$ cat src/rtl/sfx_sweep_player.sv
// Square-wave sound-effect generator: a trigger starts a tone whose half-period
// steps up or down over a programmable number of fixed-length steps, then the
// channel stops and pulses done for one cycle.
module sfx_sweep_player #(
    parameter int CNT_W   = 17,
    parameter int DUR_W   = 24,
    parameter int STEPS_W = 4
) (
    input  logic               clk,
    input  logic               reset,
    input  logic               trigger,
    input  logic               sweep_down,
    input  logic [CNT_W-1:0]   start_half,
    input  logic [CNT_W-1:0]   step_delta,
    input  logic [STEPS_W-1:0] num_steps,
    input  logic [DUR_W-1:0]   step_len,
    input  logic               mute,
    output logic               sound_out,
    output logic               busy,
    output logic               done
);

    typedef enum logic {
        S_IDLE = 1'b0,
        S_PLAY = 1'b1
    } state_t;

    localparam logic [CNT_W-1:0]   CNT_ZERO   = {CNT_W{1'b0}};
    localparam logic [CNT_W-1:0]   CNT_ONE    = {{(CNT_W-1){1'b0}}, 1'b1};
    localparam logic [CNT_W-1:0]   CNT_MAX    = {CNT_W{1'b1}};
    localparam logic [DUR_W-1:0]   DUR_ZERO   = {DUR_W{1'b0}};
    localparam logic [DUR_W-1:0]   DUR_ONE    = {{(DUR_W-1){1'b0}}, 1'b1};
    localparam logic [STEPS_W-1:0] STEPS_ZERO = {STEPS_W{1'b0}};
    localparam logic [STEPS_W-1:0] STEPS_ONE  = {{(STEPS_W-1){1'b0}}, 1'b1};

    state_t             r_state,      w_next_state;
    logic               r_sweep_down, w_next_sweep_down;
    logic [CNT_W-1:0]   r_delta,      w_next_delta;
    logic [STEPS_W-1:0] r_num_steps,  w_next_num_steps;
    logic [DUR_W-1:0]   r_step_len,   w_next_step_len;
    logic [CNT_W-1:0]   r_half,       w_next_half;
    logic [CNT_W-1:0]   r_tone_cnt,   w_next_tone_cnt;
    logic [DUR_W-1:0]   r_dur_cnt,    w_next_dur_cnt;
    logic [STEPS_W-1:0] r_step_idx,   w_next_step_idx;
    logic               r_phase,      w_next_phase;
    logic               r_sound,      w_next_sound;
    logic               r_busy;
    logic               r_done,       w_next_done;

    logic               w_step_end;
    logic               w_last_step;
    logic               w_tone_wrap;
    logic [CNT_W-1:0]   w_half_rise;
    logic [CNT_W:0]     w_half_sum;
    logic [CNT_W-1:0]   w_half_fall;

    assign w_step_end  = (r_dur_cnt == (r_step_len - DUR_ONE));
    assign w_last_step = (r_step_idx == (r_num_steps - STEPS_ONE));
    assign w_tone_wrap = (r_tone_cnt == (r_half - CNT_ONE));
    // Rising sweep shrinks the half-period but never below one cycle.
    assign w_half_rise = (r_half > r_delta) ? (r_half - r_delta) : CNT_ONE;
    // Falling sweep adds one bit of headroom so overflow clamps to full scale.
    assign w_half_sum  = {1'b0, r_half} + {1'b0, r_delta};
    assign w_half_fall = w_half_sum[CNT_W] ? CNT_MAX : w_half_sum[CNT_W-1:0];

    // Next-state and next-output logic; a trigger always wins over step/end events.
    always_comb begin
        w_next_state      = r_state;
        w_next_sweep_down = r_sweep_down;
        w_next_delta      = r_delta;
        w_next_num_steps  = r_num_steps;
        w_next_step_len   = r_step_len;
        w_next_half       = r_half;
        w_next_tone_cnt   = r_tone_cnt;
        w_next_dur_cnt    = r_dur_cnt;
        w_next_step_idx   = r_step_idx;
        w_next_phase      = r_phase;
        w_next_done       = 1'b0;
        if (trigger) begin
            w_next_state      = S_PLAY;
            w_next_sweep_down = sweep_down;
            w_next_delta      = step_delta;
            w_next_num_steps  = (num_steps == STEPS_ZERO) ? STEPS_ONE : num_steps;
            w_next_step_len   = (step_len == DUR_ZERO) ? DUR_ONE : step_len;
            w_next_half       = (start_half == CNT_ZERO) ? CNT_ONE : start_half;
            w_next_tone_cnt   = CNT_ZERO;
            w_next_dur_cnt    = DUR_ZERO;
            w_next_step_idx   = STEPS_ZERO;
            w_next_phase      = 1'b1;
        end else begin
            case (r_state)
                S_PLAY: begin
                    if (w_step_end) begin
                        w_next_tone_cnt = CNT_ZERO;
                        w_next_dur_cnt  = DUR_ZERO;
                        if (w_last_step) begin
                            w_next_state    = S_IDLE;
                            w_next_step_idx = STEPS_ZERO;
                            w_next_phase    = 1'b0;
                            w_next_done     = 1'b1;
                        end else begin
                            w_next_step_idx = r_step_idx + STEPS_ONE;
                            w_next_phase    = 1'b1;
                            w_next_half     = r_sweep_down ? w_half_fall : w_half_rise;
                        end
                    end else begin
                        w_next_dur_cnt = r_dur_cnt + DUR_ONE;
                        if (w_tone_wrap) begin
                            w_next_tone_cnt = CNT_ZERO;
                            w_next_phase    = ~r_phase;
                        end else begin
                            w_next_tone_cnt = r_tone_cnt + CNT_ONE;
                        end
                    end
                end
                default: begin
                    w_next_state    = S_IDLE;
                    w_next_tone_cnt = CNT_ZERO;
                    w_next_dur_cnt  = DUR_ZERO;
                    w_next_step_idx = STEPS_ZERO;
                    w_next_phase    = 1'b0;
                end
            endcase
        end
        w_next_sound = w_next_phase & ~mute & (w_next_state == S_PLAY);
    end

    // State, configuration, counters and registered outputs.
    always_ff @(posedge clk or posedge reset) begin
        if (reset) begin
            r_state      <= S_IDLE;
            r_sweep_down <= 1'b0;
            r_delta      <= CNT_ZERO;
            r_num_steps  <= STEPS_ZERO;
            r_step_len   <= DUR_ZERO;
            r_half       <= CNT_ZERO;
            r_tone_cnt   <= CNT_ZERO;
            r_dur_cnt    <= DUR_ZERO;
            r_step_idx   <= STEPS_ZERO;
            r_phase      <= 1'b0;
            r_sound      <= 1'b0;
            r_busy       <= 1'b0;
            r_done       <= 1'b0;
        end else begin
            r_state      <= w_next_state;
            r_sweep_down <= w_next_sweep_down;
            r_delta      <= w_next_delta;
            r_num_steps  <= w_next_num_steps;
            r_step_len   <= w_next_step_len;
            r_half       <= w_next_half;
            r_tone_cnt   <= w_next_tone_cnt;
            r_dur_cnt    <= w_next_dur_cnt;
            r_step_idx   <= w_next_step_idx;
            r_phase      <= w_next_phase;
            r_sound      <= w_next_sound;
            r_busy       <= (w_next_state == S_PLAY);
            r_done       <= w_next_done;
        end
    end

    assign sound_out = r_sound;
    assign busy      = r_busy;
    assign done      = r_done;

endmodule
$ cat config.mk
export PLATFORM = sky130hd
export DESIGN_NAME = sfx_sweep_player
export DESIGN_NICKNAME = d
export VERILOG_FILES = /design/src/rtl/sfx_sweep_player.sv
export SDC_FILE = /design/constraint.sdc
export NUM_CORES = 1
export LEC_CHECK = 0
export BUFFER_PORTS_ARGS = -buffer_cell sky130_fd_sc_hd__buf_4
export CORE_MARGIN = 5
export CORE_UTILIZATION = 35
export CTS_CLUSTER_DIAMETER = 100
export CTS_CLUSTER_SIZE = 8
export DETAILED_ROUTE_END_ITERATION = 8
export PLACE_DENSITY_LB_ADDON = 0.3
export SKIP_CTS_REPAIR_TIMING = 1
export SLEW_MARGIN = 20
export SYNTH_ARGS = -nofsm -noshare
export SYNTH_HDL_FRONTEND = slang
export SYNTH_SLANG_ARGS = --single-unit
$ cat constraint.sdc
create_clock -name clk -period 7.3 [get_ports clk]
set_clock_uncertainty 0.05 [all_clocks]
set_input_delay 0 -clock clk [delete_from_list [all_inputs] [get_ports clk]]
set_output_delay 0 -clock clk [all_outputs]
set_load 0.03 [all_outputs]
==> results.yml <==
status:
  status: "finished, violations left"
  violations: "hold timing"
routing:
  drc_errors: 0
  viasPerCell: 5.35
  first_pass_iters: 5
  drt_iter0_drc: 420
  ant_nets: 0
  wire_per_inst_um: 16.2
  routed_wirelength_um: 21300
  via_count: 7018
floorplanning:
  die_x_um: 162
  core_um2: 22700
  floorplan.rows: 55
  die_h_um: 162
  start_util_pct: 35.7
  dieArea_um2: 26300
  pin_count: 70
synth:
  synth_edf_count: 0
  synth_async_sr_flop_share_pct: 100
  synthDistinctLibCells: 78
  ys_seq_area_share_pct: 34.6
  synth_top_area_share_pct: 34.6
  synth_fp_nets: 1024
  synthAdderAreaFrac_pct: 6.67
  synth_xor_area_share_pct: 13.3
  synth_compound_area_share_pct: 15.7
  ys_warn_count: 0
  synth_top_family_by_area: "simple AND/OR/NAND/NOR gates"
  yosys-mux-area-fraction_pct: 3.85
  synth-seq-cells: 112
  yosysTopAreaCell: "dfrtp_1"
  synth_top_cells_by_area: "dfrtp_1, xnor2_1, ha_1, xor2_1, nor2_1"
  syn_area_um2: 8100
  ys.flop_type: "dfrtp_1"
  yosys.area_share.simple_pct: 21.2
  synthCells: 915
  avgSynthCellArea_um2: 8.85
placement:
  io_buffer_count: 69
  place_congestion: 0.858
  hpwl_um: 15800
  dp_slack_ps: 3520
  post_dp_cell_area_um2: 8820
clocking:
  clock_latency_ps: 370
  cts.reportedPaths.clkPinSlew_ps: 80
  h-tree-depth: 3
  clock_sinks: 112
  root_buffer: "clkbuf_16"
  clock_path_buffers: 2
  cts_buffers: 9
  cts_tree: "done"
pwr:
  p_leak_nw: 4.08
  power_density_nw_per_um2: 208
  ir_drop_mv: 0.129
  total_power_mw: 2.02
critical_path:
  cp_max_fo: 25
  ff2ff_setup_slack_ps: 3510
  rr_worst_depth: 11
  cp.arrival_ps: 3970
  r2r-end: "r_tone_cnt[15]"
  critPathLaunchType: "flip-flop"
  crit_type: "flip-flop to flip-flop"
  crit_required_ps: 7470
  end_kind: "flip-flop"
  r2r-start: "r_step_len[0]"
run:
  maxCapViolCount: 0
timing:
  setup_violations: 0
  slew_headroom_pct: 38.8
  fin_hold_ws_ps: -19.2
  rsz0062_at_grt: "false"
  tightest_slew_ps: 918
  finalHoldViolCount: 1
  clock.fmax_mhz: 264
  finalWorstPathRequiredPeriod_ps: 3790
  setup_ws_ps: 3510
  setup_tns_ps: 0
  fin_crit_sh_pct: 52.0
  final-max-slew-violation-count: 0
final_layout:
  seq_area_um2: 2800
  multi_input_area_um2: 4920
  fillers: 2225
  layout_commonest_cell: "dfrtp_1"
  final_area_um2: 9740
  syn2layout_area_growth_pct: 20.2
  final_cell_mix: "dfrtp_1, nor2_1, xnor2_1"
  nets: 1132
  antennaDiodeCount: 0
  drive_gt1_share_pct: 13.5
global_routing:
  antenna_found_initial: 0
  grt_max_degree: 78
  grt_pass1_vias: 6685
  grt_overflow: 0
  grt_pass1_wl_um: 34900
  grtUsageTotal_pct: 16.3
worst_hold_path:
  hold_class: "input pin to flip-flop"
  worstHoldEndpoint: "r_half[16]"
  hp-start: "start_half[16]"
  holdPathStages: 3
==> Yosys cell counts (all sizes together) (3+ instances only) <==
master   count
a211oi       5
a21o         4
a21oi       67
a221oi      14
a31oi       10
and3        20
buf         13
clkbuf      28
dfrtp      112
ha          40
inv         49
mux2        25
mux2i        3
nand2       56
nand2b      12
nand3       27
nand3b       6
nand4       16
nand4b       3
nor2       104
nor2b        7
nor3        23
nor3b        6
nor4        26
o2111ai      3
o21ai       43
o21bai       8
o31ai        8
or3          7
or4          5
xnor2       77
xor2        46
==> worst max path at each step <==
stage | slack [ps] | endpoint | from
after floorplan | 4140 | r_half[11] | r_step_len[0]
after global placement | 3580 | r_tone_cnt[3] | r_step_len[0]
after detailed placement | 3520 | r_tone_cnt[15] | r_step_len[0]
after CTS | 3490 | r_tone_cnt[15] | r_step_len[0]
after global routing | 3230 | r_tone_cnt[10] | r_half[1]
final | 3510 | r_tone_cnt[15] | r_step_len[0]
==> report_power, final <==
| group | switching (mW) | internal (mW) |
|---|---|---|
| Clock | 0.253 | 0.236 |
| Sequential | 0.0914 | 0.668 |
| Combinational | 0.427 | 0.347 |
==> worst max-delay path, stage by stage (launching register included) <==
cell	delay (ps)
dfrtp_1	420
inv_1	90
ha_1	310
or4b_4	550
or4_4	440
a21oi_2	110
nor2_1	70
a221oi_4	360
nand4_4	180
nand3_2	400
or2_1	550
nor2_1	110
==> cells by family (layout without fill, tap and decap cells) <==
| family | count (synthesis) | count (layout) |
|---|---|---|
| compound gates | 193 | 193 |
| xor+xnor | 123 | 123 |
| fa+ha+maj | 42 | 42 |
| buf+inv | 90 | 203 |
| flops | 112 | 112 |
| mux | 28 | 28 |
| simple gates | 327 | 327 |
==> registers in the layout, indices dropped and copies added, names as in the netlist <==
name	cells
done	1
r_num_steps	4
r_step_len	24
r_dur_cnt	24
r_half	17
r_tone_cnt	17
r_sweep_down	1
busy	1
r_phase	1
r_delta	17
r_step_idx	4
sound_out	1
==> layout make-up <==
type                    instances  share of cell area (%)
inverters                      49                    1.91
clock inverters                 7                   0.514
flip-flops and latches        112                    28.8
repair buffers                138                    12.3
well taps                     285                    3.66
clock buffers                   9                    2.31
multi-input cells             713                    50.5
==> per-layer routing <==
layer	vias to the layer above	routed length [um]	track usage, %	part of all wire, %
met5	-	0	0	0
met4	0	332	3.88	1.6
met3	23	836	2.99	3.9
met2	148	10100	27.1	47
met1	3371	10100	22.0	47
li1	3476	-	-	-
==> stage by stage <==
stage          hold WS, ps  std cells  utilization, %
3_5_place_dp          61.3       1233            38.8
4_1_cts               -339       1249            40.1
2_1_floorplan         16.8        915               -
3_3_place_gp          62.7       1233            38.8
6_report             -19.2       1313            42.9
5_1_grt               37.5       1313            42.9
Power figures use the tool's default switching activity.
